**config.mk**
```make
export PLATFORM = sky130hd
export DESIGN_NAME = cacheline_adapter
export DESIGN_NICKNAME = d
export VERILOG_FILES = /design/src/rtl/cacheline_adapter_pkg.sv /design/src/rtl/cacheline_adapter.sv
export SDC_FILE = /design/constraint.sdc
export NUM_CORES = 2
export LEC_CHECK = 0
export ABC_CLOCK_PERIOD_IN_PS = 68500
export CAP_MARGIN = 10
export CORE_UTILIZATION = 40
export DETAILED_ROUTE_END_ITERATION = 8
export PLACE_DENSITY = 0.72
export SYNTH_ARGS = -nofsm -noshare
export SYNTH_HDL_FRONTEND = slang
export SYNTH_SLANG_ARGS = --single-unit
export TNS_END_PERCENT = 50
```
**constraint.sdc**
```tcl
create_clock -name clk -period 68.5 [get_ports clk]
set_clock_uncertainty 0.15 [all_clocks]
set_input_delay 13.7 -clock clk [delete_from_list [all_inputs] [get_ports clk]]
set_output_delay 13.7 -clock clk [all_outputs]
set_load 0.01 [all_outputs]
```
**src/rtl/cacheline_adapter_pkg.sv**
```systemverilog
// cacheline_adapter_pkg: shared widths, derived burst constants, state encoding and address alignment
package cacheline_adapter_pkg;
  localparam int LINE_WIDTH  = 256;
  localparam int BURST_WIDTH = 64;
  localparam int ADDR_WIDTH  = 32;
  localparam int BEATS       = LINE_WIDTH / BURST_WIDTH;
  localparam int OFFSET_BITS = $clog2(LINE_WIDTH / 8);
  localparam int COUNT_WIDTH = $clog2(BEATS);
  typedef enum logic [1:0] {IDLE, READ, WRITE, DONE} state_e;
  function automatic logic [ADDR_WIDTH-1:0] line_align(input logic [ADDR_WIDTH-1:0] addr);
    return {addr[ADDR_WIDTH-1:OFFSET_BITS], {OFFSET_BITS{1'b0}}};
  endfunction
endpackage

```
**src/rtl/cacheline_adapter.sv**
```systemverilog
// cacheline_adapter: turns one cache-line read/write request into a BEATS-long memory burst
module cacheline_adapter
  import cacheline_adapter_pkg::*;
(
  input  logic                   clk,
  input  logic                   rst,
  input  logic [LINE_WIDTH-1:0]  line_i,
  output logic [LINE_WIDTH-1:0]  line_o,
  input  logic [ADDR_WIDTH-1:0]  address_i,
  input  logic                   read_i,
  input  logic                   write_i,
  output logic                   resp_o,
  input  logic [BURST_WIDTH-1:0] burst_i,
  output logic [BURST_WIDTH-1:0] burst_o,
  output logic [ADDR_WIDTH-1:0]  address_o,
  output logic                   read_o,
  output logic                   write_o,
  input  logic                   resp_i
);
  state_e                 state;
  logic [COUNT_WIDTH-1:0] count;
  logic [COUNT_WIDTH-1:0] next;
  logic                   last;
  logic [BURST_WIDTH-1:0] beat [BEATS];
  logic [LINE_WIDTH-1:0]  rd_line;
  assign last = count == COUNT_WIDTH'(BEATS - 1);
  assign next = count + 1'b1;
  // full read line with the beat arriving this cycle merged in, so line_o can load on the last beat
  always_comb begin
    for (int i = 0; i < BEATS; i++)
      rd_line[i*BURST_WIDTH +: BURST_WIDTH] = (COUNT_WIDTH'(i) == count) ? burst_i : beat[i];
  end
  // request/burst sequencer; every output is registered and an aborted burst leaves no trace
  always_ff @(posedge clk or posedge rst) begin
    if (rst) begin
      state     <= IDLE;
      count     <= '0;
      line_o    <= '0;
      burst_o   <= '0;
      address_o <= '0;
      read_o    <= 1'b0;
      write_o   <= 1'b0;
      resp_o    <= 1'b0;
      for (int i = 0; i < BEATS; i++) beat[i] <= '0;
    end else begin
      case (state)
        IDLE: begin
          if (write_i) begin
            for (int i = 0; i < BEATS; i++) beat[i] <= line_i[i*BURST_WIDTH +: BURST_WIDTH];
            burst_o   <= line_i[BURST_WIDTH-1:0];
            address_o <= line_align(address_i);
            write_o   <= 1'b1;
            state     <= WRITE;
          end else if (read_i) begin
            address_o <= line_align(address_i);
            read_o    <= 1'b1;
            state     <= READ;
          end
        end
        READ: begin
          if (resp_i) begin
            beat[count] <= burst_i;
            count       <= last ? count : next;
            if (last) begin
              line_o <= rd_line;
              read_o <= 1'b0;
              resp_o <= 1'b1;
              state  <= DONE;
            end
          end
        end
        WRITE: begin
          if (resp_i) begin
            count   <= last ? count : next;
            burst_o <= last ? '0 : beat[next];
            if (last) begin
              write_o <= 1'b0;
              resp_o  <= 1'b1;
              state   <= DONE;
            end
          end
        end
        DONE: begin
          resp_o <= 1'b0;
          count  <= '0;
          state  <= IDLE;
        end
      endcase
    end
  end
endmodule

```
==> results.md <==
- The number of buffers inserted by port buffering is 701.
- Summing every instance area after synthesis gives 30300 um^2.
- For this configuration, the core starts out at a cell density of 0.406.
- Counting the fill cells in the layout gives 6314.
- The class of the tightest hold or removal check is reg2reg.
- The flip-flop and latch count after synthesis is 610.
- The die covers 76900 um^2.
- The smallest clock period supported by the final layout is computed as 17.65 ns.
- The count of routing violations after the opening detailed-route iteration is 3059.
- The internal power of the cells is 1340 uW.
- The synthesized design contains 0 enable-type register cells.
- In this run the critical register-to-register path is captured at beat[54].
- Pin placement for this block handled 712 I/O pins.
- The pin slew with the least headroom to its limit is 1.50 ns.
- The number of vias in the routed layout is 26369.
- TritonCTS built the clock tree.
- The area overhead of the layout relative to synthesis is 32.5%.
- The cell family contributing the most delay on the critical path is buffers and inverters.
- The number of max-cap violations is 0.
- At the end of routability-driven placement, the weighted congestion stood at 0.899.
- The flip-flop cell with the highest count after synthesis is dfrtp_1.
- The clock network power share is 0.171.
- The root buffer cell chosen for the clock tree is clkbuf_16.
- The setup slack of the worst register-to-register path is 63.87 ns.
- Entering global routing, the biggest net connects 230 pins.
- Data arrives at the worst endpoint at 18.08 ns.
- Derived from the worst setup path, the maximum achievable clock frequency is 0.0566 GHz.
- The maximum clock insertion buffer count is 3.
- The flow ran to the end, and the final reports show no timing, DRC or antenna violations.
- Hold timing on the final database bottoms out at a slack of 0.328 ns.
- The critical register-to-register path startpoint is count[0].
- In the routed design, unresolved DRC markers number 0.
- The cell with the most instances on the worst path is buf_4.
- The average routed wire per standard cell is 29.4 um.
- A synthesized cell averages 12.0 um^2.
- The net count of the finished layout is 3431.
- Counting flops with an async set or reset pin after synthesis yields a share of 1.00.
- The total overflow left after global routing is 0.
- Power spread over the standard cell area amounts to 56.0 nW/um^2.
- Of the cells placed in the final design, the portion with a size suffix greater than 1 is 0.131.
- At the worst endpoint, the required time is 68.92 ns.
- On the critical path, the stage with the largest delay is an instance of buf_4.
- After clock tree synthesis, the setup repair step added 0 buffers.
- The number of max-slew violations in the final report is 0.
- The via density per instance is 6.44.
- The final HPWL from detailed placement is 75000 um.
- The number of iterations in the first detailed-routing pass is 6.
- The combined buffer and inverter count along the critical path is 6.
- The share of total power dissipated in combinational logic is 0.527.
- The number of cell instances on the worst register-to-register path is 6.
- For this design the total switching power over the nets is 909 uW.
- The routed design has 120000 um of wire.
- The initial antenna violation count is 21.
- The proportion of power drawn by flip-flops and latches is 0.302.
- The flip-flop and latch area is 15300 um^2.
- The number of different library cells in the post-synthesis netlist is 47.
- The first global-routing pass estimated 179000 um of wire.
- The post-synthesis sequential area ratio is 0.503.
- In this run the tightest slew margin relative to its limit is 0.00125.
- The clock tree synthesis step divided the H-tree into 3 levels.
- The signal on the critical path passes through clkdlybuf4s50_1, inv_8, buf_4, buf_4, buf_4, buf_4.
- The remaining number of nets flagged by the antenna check after routing is 0.
- Across every metal layer, demand over resource in global routing totals 0.306.
- The clock insertion delay at the later pin of the skew report is 0.61 ns.
- The worst setup path is launched from an input pin.
- The warning count from the yosys run is 0.
- The largest voltage drop on the vdd net is 0.0406 mV.
- The die span in y is 277 um.
- Setup repair after global routing left no endpoint under its margin.
- The cell count after synthesis came out at 2533.
- The aggregate negative setup slack is 0 ns.
- The largest fanout of any net on the critical path is 133.
- The endpoint with the worst hold slack is line_o[107].
- Summed over all cells, the static leakage comes to 0.0167 uW.
- By startpoint and endpoint, the worst setup path is classified as in2async.
- The width of the die is 277 um.
- The clock-pin transition on the worst setup and hold timing paths is 0.06 ns.
- The depth of the worst hold-timing path is 2.
- The largest incremental delay on the critical path is 0.85 ns.
- The final setup violation count is 0.
- The start point of the worst hold path is line_o[107].
- Summing all multi-input logic gate instances after layout gives 13900 um^2.
- The switching part of the total power is 0.404.
- The number of hold-slack violations in the final timing report is 0.
- The via count of the first global-routing pass is 27041.
- The cell row count is 100.
- The endpoint type of the worst setup path is an async pin.
- For this design, the CTS-stage hold fixing added 0 buffers.
- In the finished design, the share of the clock period the worst path needs comes to 0.258.
- The total number of clock tree sinks is 610.
- TritonCTS created 71 clock buffers.
- The number of gates resized after CTS is 0.
- The core area is 74700 um^2.
## sequential cells by signal, summed over array words and instances (netlist names)
register,cells
resp_o,1
write_o,1
address_o,27
beat,256
state,2
read_o,1
burst_o,64
line_o,256
count,2
## layout make-up
class | count | share of cell area
Antenna cell | 13 | 0.000810
Clock inverter | 25 | 0.00639
Multi-Input combinational cell | 1628 | 0.346
Clock buffer | 98 | 0.0520
Tap cell | 969 | 0.0302
Timing Repair Buffer | 742 | 0.183
Inverter | 10 | 0.00115
Sequential cell | 610 | 0.380
## metal layers
| layer | vias to the layer above | GRT usage | wire length, um | part of all wire |
|---|---|---|---|---|
| met5 | - | 0 | 94 | 0.00078 |
| met4 | 14 | 0.151 | 5450 | 0.045 |
| met3 | 368 | 0.0738 | 11700 | 0.098 |
| met2 | 1667 | 0.484 | 56700 | 0.47 |
| met1 | 13403 | 0.392 | 46400 | 0.39 |
| li1 | 10917 | - | - | - |
## kinds of logic (layout without fill, tap and decap cells)
group | after synthesis | after routing | synth area share
AND/OR/NAND/NOR | 439 | 439 | 0.0798
buffers and inverters | 299 | 875 | 0.0430
AO/OA/AOI/OAI | 756 | 756 | 0.198
multiplexers | 417 | 417 | 0.171
flip-flops | 610 | 610 | 0.503
adder cells (fa/ha/maj) | 11 | 11 | 0.00454
other | 1 | 18 | 0.000124
## per-stage QoR
stage / util / area (um^2) / instances / setup WS [ns] / total power [uW]
5_1_grt: 0.538 / 40200 / 4094 / 50.23 / 2350
4_1_cts: 0.537 / 40100 / 4082 / 50.75 / 2240
6_report: 0.538 / 40200 / 4095 / 50.85 / 2250
2_1_floorplan: - / 30300 / 2537 / 37.57 / 1350
3_3_place_gp: 0.506 / 37800 / 3959 / 50.20 / 1810
3_5_place_dp: 0.506 / 37800 / 3959 / 50.08 / 1850
## power by group through the flow
stage	Sequential [uW]	Clock (uW)	Combinational (uW)
floorplan	681	0	673
global placement	666	0	1140
detailed placement	678	0	1170
CTS	675	390	1170
global route	698	405	1240
finish	679	386	1180
## tightest hold or removal path: stages (launching register included)
cell and delay (ns):
dfrtp_1 0.34, nand2_1 0.05, o21ai_0 0.06
## worst max path at each step
stage,start,to,slack [ns],cells past startpoint
global route,rst,line_o[226],50.23,6
finish,rst,line_o[226],50.85,6
global placement,rst,line_o[232],50.20,6
floorplan,rst,address_o[10],37.57,1
CTS,rst,beat[168],50.75,6
detailed placement,rst,line_o[232],50.08,6
## cells in the mapped netlist, types with 2 or more instances
cell	n	area, um^2
a21oi_1	5	25.0
a221o_1	205	2050
a22o_1	64	561
a2bb2oi_1	52	455
a41o_1	36	360
and2_1	4	25.0
and3b_1	36	315
buf_1	16	60.1
buf_2	102	510
buf_4	12	90.1
clkbuf_1	158	593
clkinv_1	2	7.51
dfrtp_1	610	15300
ha_1	11	138
inv_1	8	30.0
mux2_2	157	1770
mux2i_1	193	1930
mux4_2	64	1440
nand2_1	248	931
nand2b_1	5	31.3
nand3_1	2	10.0
nand3b_1	104	781
nor2_1	4	15.0
nor3_2	2	20.0
nor4b_1	29	254
o21a_1	35	263
o21ai_0	194	971
o22ai_1	52	325
o2bb2ai_1	2	17.5
o41ai_1	104	911
## cells in the final DEF, fill, tap and decap left out, types with 3 or more instances in the layout
| cell type | count |
|---|---|
| inv_6 | 3 |
| mux4_2 | 64 |
| inv_2 | 3 |
| mux2i_1 | 193 |
| buf_4 | 39 |
| ha_1 | 6 |
| nand2_1 | 246 |
| a41o_1 | 36 |
| o22ai_1 | 52 |
| and2_1 | 3 |
| clkdlybuf4s50_1 | 701 |
| dfrtp_1 | 609 |
| inv_1 | 5 |
| clkbuf_16 | 72 |
| ha_4 | 4 |
| a221o_1 | 205 |
| clkbuf_1 | 7 |
| diode_2 | 13 |
| clkinv_2 | 15 |
| o21a_1 | 35 |
| nand3b_1 | 104 |
| o41ai_1 | 104 |
| a22o_1 | 64 |
| o21ai_0 | 194 |
| conb_1 | 5 |
| clkbuf_8 | 19 |
| nor2_1 | 3 |
| nor4b_1 | 29 |
| mux2_2 | 157 |
| a21oi_1 | 5 |
| bufinv_16 | 4 |
| and3b_1 | 36 |
| a2bb2oi_1 | 52 |
| nand2b_1 | 4 |
Power figures use the tool's default switching activity.
